**src/rtl/dds_pkg.sv**
```systemverilog
// Shared DDS tuning definitions: step-FSM state encoding and default button timing.
// Latency: n/a (types and constants only).
// Backpressure: n/a.
//
// The default timing constants are also consumed by the incrementer side
// when budgeting its clock-domain timing, so they live here, not in a module.
package dds_pkg;

    // Step FSM state encoding, fixed at 2 bits so it can be probed externally.
    typedef enum logic [1:0] {
        ST_IDLE   = 2'd0,
        ST_PRESS  = 2'd1,
        ST_REPEAT = 2'd2,
        ST_LOCK   = 2'd3
    } step_state_t;

    // Default timing at the nominal board clock.
    localparam int DEF_DEB_CYCLES    = 50000;
    localparam int DEF_HOLD_CYCLES   = 6000000;
    localparam int DEF_REPEAT_CYCLES = 1500000;

    // Larger of two integers; used to size the shared hold/repeat timer.
    function automatic int max_int(input int a, input int b);
        return (a > b) ? a : b;
    endfunction

endpackage

```
**src/rtl/btn_debounce.sv**
```systemverilog
// Two-flop synchroniser plus counter debouncer for one raw push-button.
// Latency: db follows a stable raw change DEB_CYCLES+1 edges after first sample.
// Backpressure: none; level output, always valid.
//
// Ports:
//   clk  - rising-edge clock
//   rst  - synchronous active-high reset
//   raw  - asynchronous button input, active-high
//   db   - debounced level (reset 0)
module btn_debounce
    import dds_pkg::*;
#(
    parameter int DEB_CYCLES = DEF_DEB_CYCLES
) (
    input  logic clk,
    input  logic rst,
    input  logic raw,
    output logic db
);

    localparam int CW = (DEB_CYCLES < 1) ? 1 : $clog2(DEB_CYCLES + 1);
    // The count that, once incremented, reaches DEB_CYCLES.
    localparam logic [CW-1:0] CNT_LAST = CW'(DEB_CYCLES - 1);

    logic          sync1_q;
    logic          sync2_q;
    logic          db_q;
    logic          db_d;
    logic [CW-1:0] cnt_q;
    logic [CW-1:0] cnt_d;

    // Count consecutive cycles where the synchronised input disagrees with
    // the held level; any agreement restarts the count so glitches shorter
    // than DEB_CYCLES never toggle db.  The counter tops out at CNT_LAST and
    // clears on the toggle, so it cannot wrap.
    always_comb begin
        db_d  = db_q;
        cnt_d = '0;
        if (sync2_q != db_q) begin
            if (cnt_q == CNT_LAST) begin
                db_d  = ~db_q;
                cnt_d = '0;
            end else begin
                cnt_d = cnt_q + CW'(1);
            end
        end
    end

    always_ff @(posedge clk) begin
        if (rst) begin
            sync1_q <= 1'b0;
            sync2_q <= 1'b0;
            db_q    <= 1'b0;
            cnt_q   <= '0;
        end else begin
            sync1_q <= raw;
            sync2_q <= sync1_q;
            db_q    <= db_d;
            cnt_q   <= cnt_d;
        end
    end

    assign db = db_q;

endmodule

```
**src/rtl/step_pulse_gen.sv**
```systemverilog
// Turns the up/down tuning buttons into single-cycle step strobes with hold-to-repeat.
// Latency: first step DEB_CYCLES+3 cycles after first raw sample; repeats after HOLD, then every REPEAT.
// Backpressure: none; strobes are fire-and-forget to the tuning-word incrementer.
//
// Ports:
//   clk      - rising-edge clock
//   rst      - synchronous active-high reset
//   btn_up   - raw up button (async, active-high)
//   btn_dn   - raw down button (async, active-high)
//   step_up  - one-cycle increment strobe (registered)
//   step_dn  - one-cycle decrement strobe (registered)
//   active   - high while exactly one button is held (PRESS/REPEAT)
module step_pulse_gen
    import dds_pkg::*;
#(
    parameter int DEB_CYCLES    = DEF_DEB_CYCLES,
    parameter int HOLD_CYCLES   = DEF_HOLD_CYCLES,
    parameter int REPEAT_CYCLES = DEF_REPEAT_CYCLES
) (
    input  logic clk,
    input  logic rst,
    input  logic btn_up,
    input  logic btn_dn,
    output logic step_up,
    output logic step_dn,
    output logic active
);

    localparam int TMAX = max_int(HOLD_CYCLES, REPEAT_CYCLES);
    localparam int TW   = $clog2(TMAX + 1);

    localparam logic [TW-1:0] HOLD_LD   = TW'(HOLD_CYCLES);
    localparam logic [TW-1:0] REPEAT_LD = TW'(REPEAT_CYCLES);

    // ------------------------------------------------------------------
    // Debounced button levels
    // ------------------------------------------------------------------
    logic db_up;
    logic db_dn;

    btn_debounce #(
        .DEB_CYCLES (DEB_CYCLES)
    ) u_deb_up (
        .clk (clk),
        .rst (rst),
        .raw (btn_up),
        .db  (db_up)
    );

    btn_debounce #(
        .DEB_CYCLES (DEB_CYCLES)
    ) u_deb_dn (
        .clk (clk),
        .rst (rst),
        .raw (btn_dn),
        .db  (db_dn)
    );

    // ------------------------------------------------------------------
    // State
    // ------------------------------------------------------------------
    step_state_t   state_q;
    step_state_t   state_d;
    logic [TW-1:0] timer_q;
    logic [TW-1:0] timer_d;
    logic          dir_up_q;     // latched direction: 1 = up, 0 = down
    logic          dir_up_d;
    logic          db_up_prev_q;
    logic          db_dn_prev_q;
    logic          step_up_q;
    logic          step_up_d;
    logic          step_dn_q;
    logic          step_dn_d;
    logic          active_q;
    logic          active_d;

    logic up_rise;
    logic dn_rise;
    logic latched_db;
    logic other_db;
    logic step_recent;
    logic timer_due;

    assign up_rise     = db_up & ~db_up_prev_q;
    assign dn_rise     = db_dn & ~db_dn_prev_q;
    assign latched_db  = dir_up_q ? db_up : db_dn;
    assign other_db    = dir_up_q ? db_dn : db_up;
    assign step_recent = step_up_q | step_dn_q;

    // The timer fires on the cycle it would count down to zero, which puts
    // repeats exactly HOLD/REPEAT cycles apart.  With a load value of 1 that
    // would land right after the previous strobe, so a firing is held off
    // while the last cycle had a strobe and taken from zero one cycle later.
    assign timer_due = (timer_q <= TW'(1)) && !step_recent;

    // ------------------------------------------------------------------
    // Next-state / output logic
    // ------------------------------------------------------------------
    always_comb begin
        state_d   = state_q;
        timer_d   = timer_q;
        dir_up_d  = dir_up_q;
        step_up_d = 1'b0;
        step_dn_d = 1'b0;

        unique case (state_q)
            ST_IDLE: begin
                timer_d = '0;
                if (up_rise && dn_rise) begin
                    state_d = ST_LOCK;
                end else if (up_rise) begin
                    // A down button already held makes this a two-button
                    // press, not a fresh up step.
                    if (db_dn) begin
                        state_d = ST_LOCK;
                    end else begin
                        step_up_d = 1'b1;
                        dir_up_d  = 1'b1;
                        timer_d   = HOLD_LD;
                        state_d   = ST_PRESS;
                    end
                end else if (dn_rise) begin
                    if (db_up) begin
                        state_d = ST_LOCK;
                    end else begin
                        step_dn_d = 1'b1;
                        dir_up_d  = 1'b0;
                        timer_d   = HOLD_LD;
                        state_d   = ST_PRESS;
                    end
                end
            end

            ST_PRESS, ST_REPEAT: begin
                // Priority: second button > release > repeat.  Release
                // outranks a repeat due in the same cycle so letting go
                // never adds a trailing step.  The second button outranks
                // release so a simultaneous swap parks in LOCK rather than
                // an IDLE that would never see the other button rise.
                if (other_db) begin
                    timer_d = '0;
                    state_d = ST_LOCK;
                end else if (!latched_db) begin
                    timer_d = '0;
                    state_d = ST_IDLE;
                end else if (timer_due) begin
                    step_up_d = dir_up_q;
                    step_dn_d = ~dir_up_q;
                    timer_d   = REPEAT_LD;
                    state_d   = ST_REPEAT;
                end else if (timer_q != '0) begin
                    timer_d = timer_q - TW'(1);
                end
            end

            ST_LOCK: begin
                timer_d = '0;
                if (!db_up && !db_dn) begin
                    state_d = ST_IDLE;
                end
            end

            default: begin
                timer_d = '0;
                state_d = ST_IDLE;
            end
        endcase

        active_d = (state_d == ST_PRESS) || (state_d == ST_REPEAT);
    end

    // ------------------------------------------------------------------
    // Registers
    // ------------------------------------------------------------------
    always_ff @(posedge clk) begin
        if (rst) begin
            state_q      <= ST_IDLE;
            timer_q      <= '0;
            dir_up_q     <= 1'b0;
            db_up_prev_q <= 1'b0;
            db_dn_prev_q <= 1'b0;
            step_up_q    <= 1'b0;
            step_dn_q    <= 1'b0;
            active_q     <= 1'b0;
        end else begin
            state_q      <= state_d;
            timer_q      <= timer_d;
            dir_up_q     <= dir_up_d;
            db_up_prev_q <= db_up;
            db_dn_prev_q <= db_dn;
            step_up_q    <= step_up_d;
            step_dn_q    <= step_dn_d;
            active_q     <= active_d;
        end
    end

    assign step_up = step_up_q;
    assign step_dn = step_dn_q;
    assign active  = active_q;

endmodule

```
**config.mk**
```make
export PLATFORM = sky130hd
export DESIGN_NAME = step_pulse_gen
export DESIGN_NICKNAME = d
export VERILOG_FILES = /design/src/rtl/dds_pkg.sv /design/src/rtl/btn_debounce.sv /design/src/rtl/step_pulse_gen.sv
export SDC_FILE = /design/constraint.sdc
export NUM_CORES = 1
export LEC_CHECK = 0
export ABC_AREA = 1
export BUFFER_PORTS_ARGS = -buffer_cell sky130_fd_sc_hd__buf_4
export CAP_MARGIN = 20
export CORE_ASPECT_RATIO = 0.6
export CORE_MARGIN = 4
export CORE_UTILIZATION = 50
export CTS_CLUSTER_SIZE = 24
export DETAILED_ROUTE_END_ITERATION = 10
export GPL_ROUTABILITY_DRIVEN = 0
export PLACE_DENSITY = 0.75
export RECOVER_POWER = 50
export SETUP_SLACK_MARGIN = 0.3
export SLEW_MARGIN = 20
export SYNTH_ARGS = -nofsm -noshare
export SYNTH_HDL_FRONTEND = slang
export SYNTH_HIERARCHICAL = 1
export SYNTH_SLANG_ARGS = --single-unit
export TNS_END_PERCENT = 5
```
**constraint.sdc**
```tcl
create_clock -name clk -period 1.8 [get_ports clk]
set_clock_uncertainty 0.15 [all_clocks]
set_input_delay 0.09 -clock clk [delete_from_list [all_inputs] [get_ports clk]]
set_output_delay 0.09 -clock clk [all_outputs]
set_load 0.02 [all_outputs]
```
==> summary.md <==
| Metric | Value |
|---|---|
| Gr ovfl total | `0` |
| Placed Cells incl. Taps | `746` |
| Async SR Flop Fraction | `0%` |
| Rel. slew slack | `70.7%` |
| Register area share after synthesis | `35.2%` |
| Post-Synthesis Cells | `570` |
| Routed WL per cell | `about 14 um` |
| Metal-1 WL | `5060 um` |
| CTS Root Cell | `clkbuf_16` |
| Slowest Stage Delay on Critical Path | `approximately 360 ps` |
| Final wirelength | `11200 um` |
| Vias in the first global route | `3703` |
| Internal Power | `2.63 mW` |
| Outcome | `finished with violations` |
| # DRC | `0` |
| Finished layout cell area | `5290 um^2` |
| DP Area | `4600 um^2` |
| Top cell type's share of synthesized area | `between 30% and 40%` |
| P_sw | `approximately 0.72 mW` |
| Clk_lat worst skew | `340 ps` |
| Post-Syn Area | `3920 um^2` |
| P&R area growth vs syn | `34.7%` |
| Synth cell types | `38` |
| IO Pins | `7` |
| Core Box Area | `approximately 7400 um^2` |
| Pleak | `approximately 2.3 nW` |
| Crit path DAT | `~2100 ps` |
| Die width | `122 um` |
| Cts bufs inserted | `9` |
| Via density | `5.27` |
| Pwr/cell area | `633 nW/um^2` |
| Worst path slowest cell | `dfxtp_4` |
| Met3 wire len | `1210 um` |
| Post-synth EDFFs | `0` |
| Number of max-cap violations | `0` |
| Max Slew Vio Count | `0` |
| Worst setup SP type | `flop` |
| # nets final | `679` |
| Flop pwr share | `45.8%` |
| Commonest cells in the netlist | `nand2_1 (131), nor2_1 (97), dfxtp_1 (69)` |
| Hold Crit Class | `reg2reg` |
| IO buf count | `6` |
| Clk slew on worst S/H paths | `roughly 60 ps` |
| First-pass GRT wire length | `between 15000 and 20000 um` |
| Area leader, netlist | `dfxtp_1` |
| FP Rows | `24` |
| Share of cells above drive strength 1 | `33.9%` |
| Clock Path Buffers | `2` |
| Initial antenna violation count | `0` |
| CTS tree | `built` |
| Unrepaired setup endpoints after global routing | `yes` |
| Ranking of synthesized cells by area | `dfxtp_1 (35%), nand2_1 (13%), nor2_1 (9.3%)` |
| Largest net degree at the start of global routing | `19` |
| Worst-margin pin slew | `roughly 440 ps` |
| Syn avg cell area | `6.88 um^2` |
| DR pass1 iterations | `6` |
| Failing checks | `negative setup slack` |
| Cell Chain, Critical Path | `inv_4, ha_4, nand2_4, nor3b_4, nand3b_1, nor2_4, nand2_4, buf_6, buf_6, a21oi_2, nor3b_2` |
| Hold Vio Cnt, Final | `0` |
| Max layer used | `met4` |
| Top-count cell post-synth | `nand2_1` |
| Final WS setup | `-222 ps` |
| Compound-Gate Fraction of Synth Area | `8.39%` |
| Main combinational cell family by area after synthesis | `simple AND/OR/NAND/NOR gates` |
| Clk network pwr share | `a little over half` |
| Ant diodes | `0` |
| Crit. End Element | `flop` |
| Final core utilization | `71.0%` |
| Peak VDD IR | `0.512 mV` |
| Required @ worst endpoint | `1890 ps` |
| Die height | `76.6 um` |
| Fin crit period | `2020 ps` |
| Post-synthesis adder-cell area fraction | `2.23%` |
| Logic pwr share | `under 10%` |
| Fill count | `between 500 and 600` |
| Final non-filler cell total | `777` |
| Total number of vias | `4097` |
| Synth Area in XOR/XNOR | `4.47%` |
| HPWL Detailed | `roughly 7600 um` |
| Syn_nets | `581` |
| Peak Freq | `0.495 GHz` |
| Crit-path leading delay family | `simple AND/OR/NAND/NOR gates` |
| Initial core utilization | `52.7%` |
| Proportion of synthesized area in mux cells | `0%` |
| Setup TNS | `-3850 ps` |
| Max H-tree Level | `3` |
| Overall Global Routing Usage | `24.0%` |
| Hold_ws | `approximately 250 ps` |
| Fin crit share | `112%` |
| Met2 wire length | `4580 um` |
| CP max FO | `5` |
| Final setup vio count | `27` |
| Syn. warnings | `6` |
| # clock sinks | `69` |
| Antenna Nets Post-Route | `0` |
| Sw Share | `21.5%` |
| Die area | `9370 um^2` |
| Primary FF master, synth | `dfxtp_1` |
| Critical path class | `reg2reg` |
| Initial drt markers | `around 470` |
| #FFs+latches synth | `~70` |
| Buf/Inv on CP | `3` |
| Post-Synth Simple-Gate Area | `between 40 and 50%` |
-- cell type report --
class / count / area [um^2] / area share [%]
Multi-Input combinational cell: 428 / 2480 / 47.0
Clock buffer: 11 / 233 / 4.40
Sequential cell: 69 / 1410 / 26.6
Timing Repair Buffer: 91 / 707 / 13.4
Tap cell: 104 / 130 / 2.46
Clock inverter: 5 / 61.3 / 1.16
Inverter: 69 / 265 / 5.02
-- path summary, 6_finish.rpt --
kind,start,slack [ps],cells past startpoint,to
min reg2reg,u_deb_dn/sync1_q,250,2,u_deb_dn/sync2_q
min,u_deb_dn/sync1_q,250,2,u_deb_dn/sync2_q
max,timer_q[0],-220,11,timer_q[21]
max reg2reg,timer_q[0],-220,11,timer_q[21]
-- worst min-delay path, cell delays in order (launching register included) --
cell and delay, ps:
dfxtp_1 290, inv_1 40, nor2_1 30
-- layout by cell type, fill, tap and decap left out, types with 2 or more instances in the layout --
cell type	instances
o21ai_1	4
nand2_1	126
ha_1	3
dfxtp_4	2
buf_6	3
clkbuf_16	9
dlygate4sd3_1	5
clkbuf_1	2
inv_2	10
nand3_2	5
or2_2	4
o21ai_0	9
inv_1	57
xor2_1	14
clkinv_4	3
o21bai_1	2
nor3_1	10
nand2_4	7
a21oi_1	27
xnor2_1	6
a21oi_2	10
nor2_1	82
nand4_1	14
nand2_2	11
nand3_1	26
nor2_2	33
nor2_4	11
dfxtp_1	53
buf_4	83
nand2_8	2
dfxtp_2	14
nor3b_2	2
nand3_4	3
o21ai_2	2
ha_4	3
-- registers in the layout, summed over array words and instances, names as in the netlist, 2 cells and up --
signal          flops
timer_q            23
state_q             2
u_deb_dn/cnt_q     16
u_deb_up/cnt_q     16
-- timing repair --
item / CTS / global route
endpoints found under the setup margin: 60 / 61
endpoints found under the hold margin: 13 / 0
gates resized for setup: 31 / 41
cloned: 1 / 0
buffers inserted: 5 / 4
hold buffers: 5 / 0
pin swaps: 10 / 20
-- stage by stage --
step | setup slack (ps) | total power, mW
4_1_cts | -123 | 3.38
5_1_grt | -292 | 3.46
2_1_floorplan | -4.83 | 1.60
6_report | -222 | 3.35
3_3_place_gp | -165 | 1.61
3_5_place_dp | -221 | 1.61
-- power by group through the flow --
| stage | Sequential [mW] | Clock [mW] | Combinational [mW] |
|---|---|---|---|
| after floorplan | 1.57 | 0 | 0.0310 |
| after global placement | 1.57 | 0 | 0.0396 |
| after detailed placement | 1.57 | 0 | 0.0405 |
| after CTS | 1.54 | 1.79 | 0.0500 |
| after global routing | 1.53 | 1.87 | 0.0569 |
| final | 1.53 | 1.76 | 0.0520 |
-- cell families (layout without fill, tap and decap cells) --
group,after synthesis,after routing
XOR/XNOR,20,20
buffers and inverters,74,176
AND/OR/NAND/NOR,342,343
flip-flops,69,69
AO/OA/AOI/OAI,58,58
adder cells (fa/ha/maj),7,7
-- per-layer routing --
metal | track usage [%] | up-vias
met4 | 8.72 | 0
met5 | 0 | -
met3 | 8.01 | 44
met1 | 34.8 | 1839
met2 | 32.6 | 215
li1 | - | 1999
(Power assumes the default switching activity.)
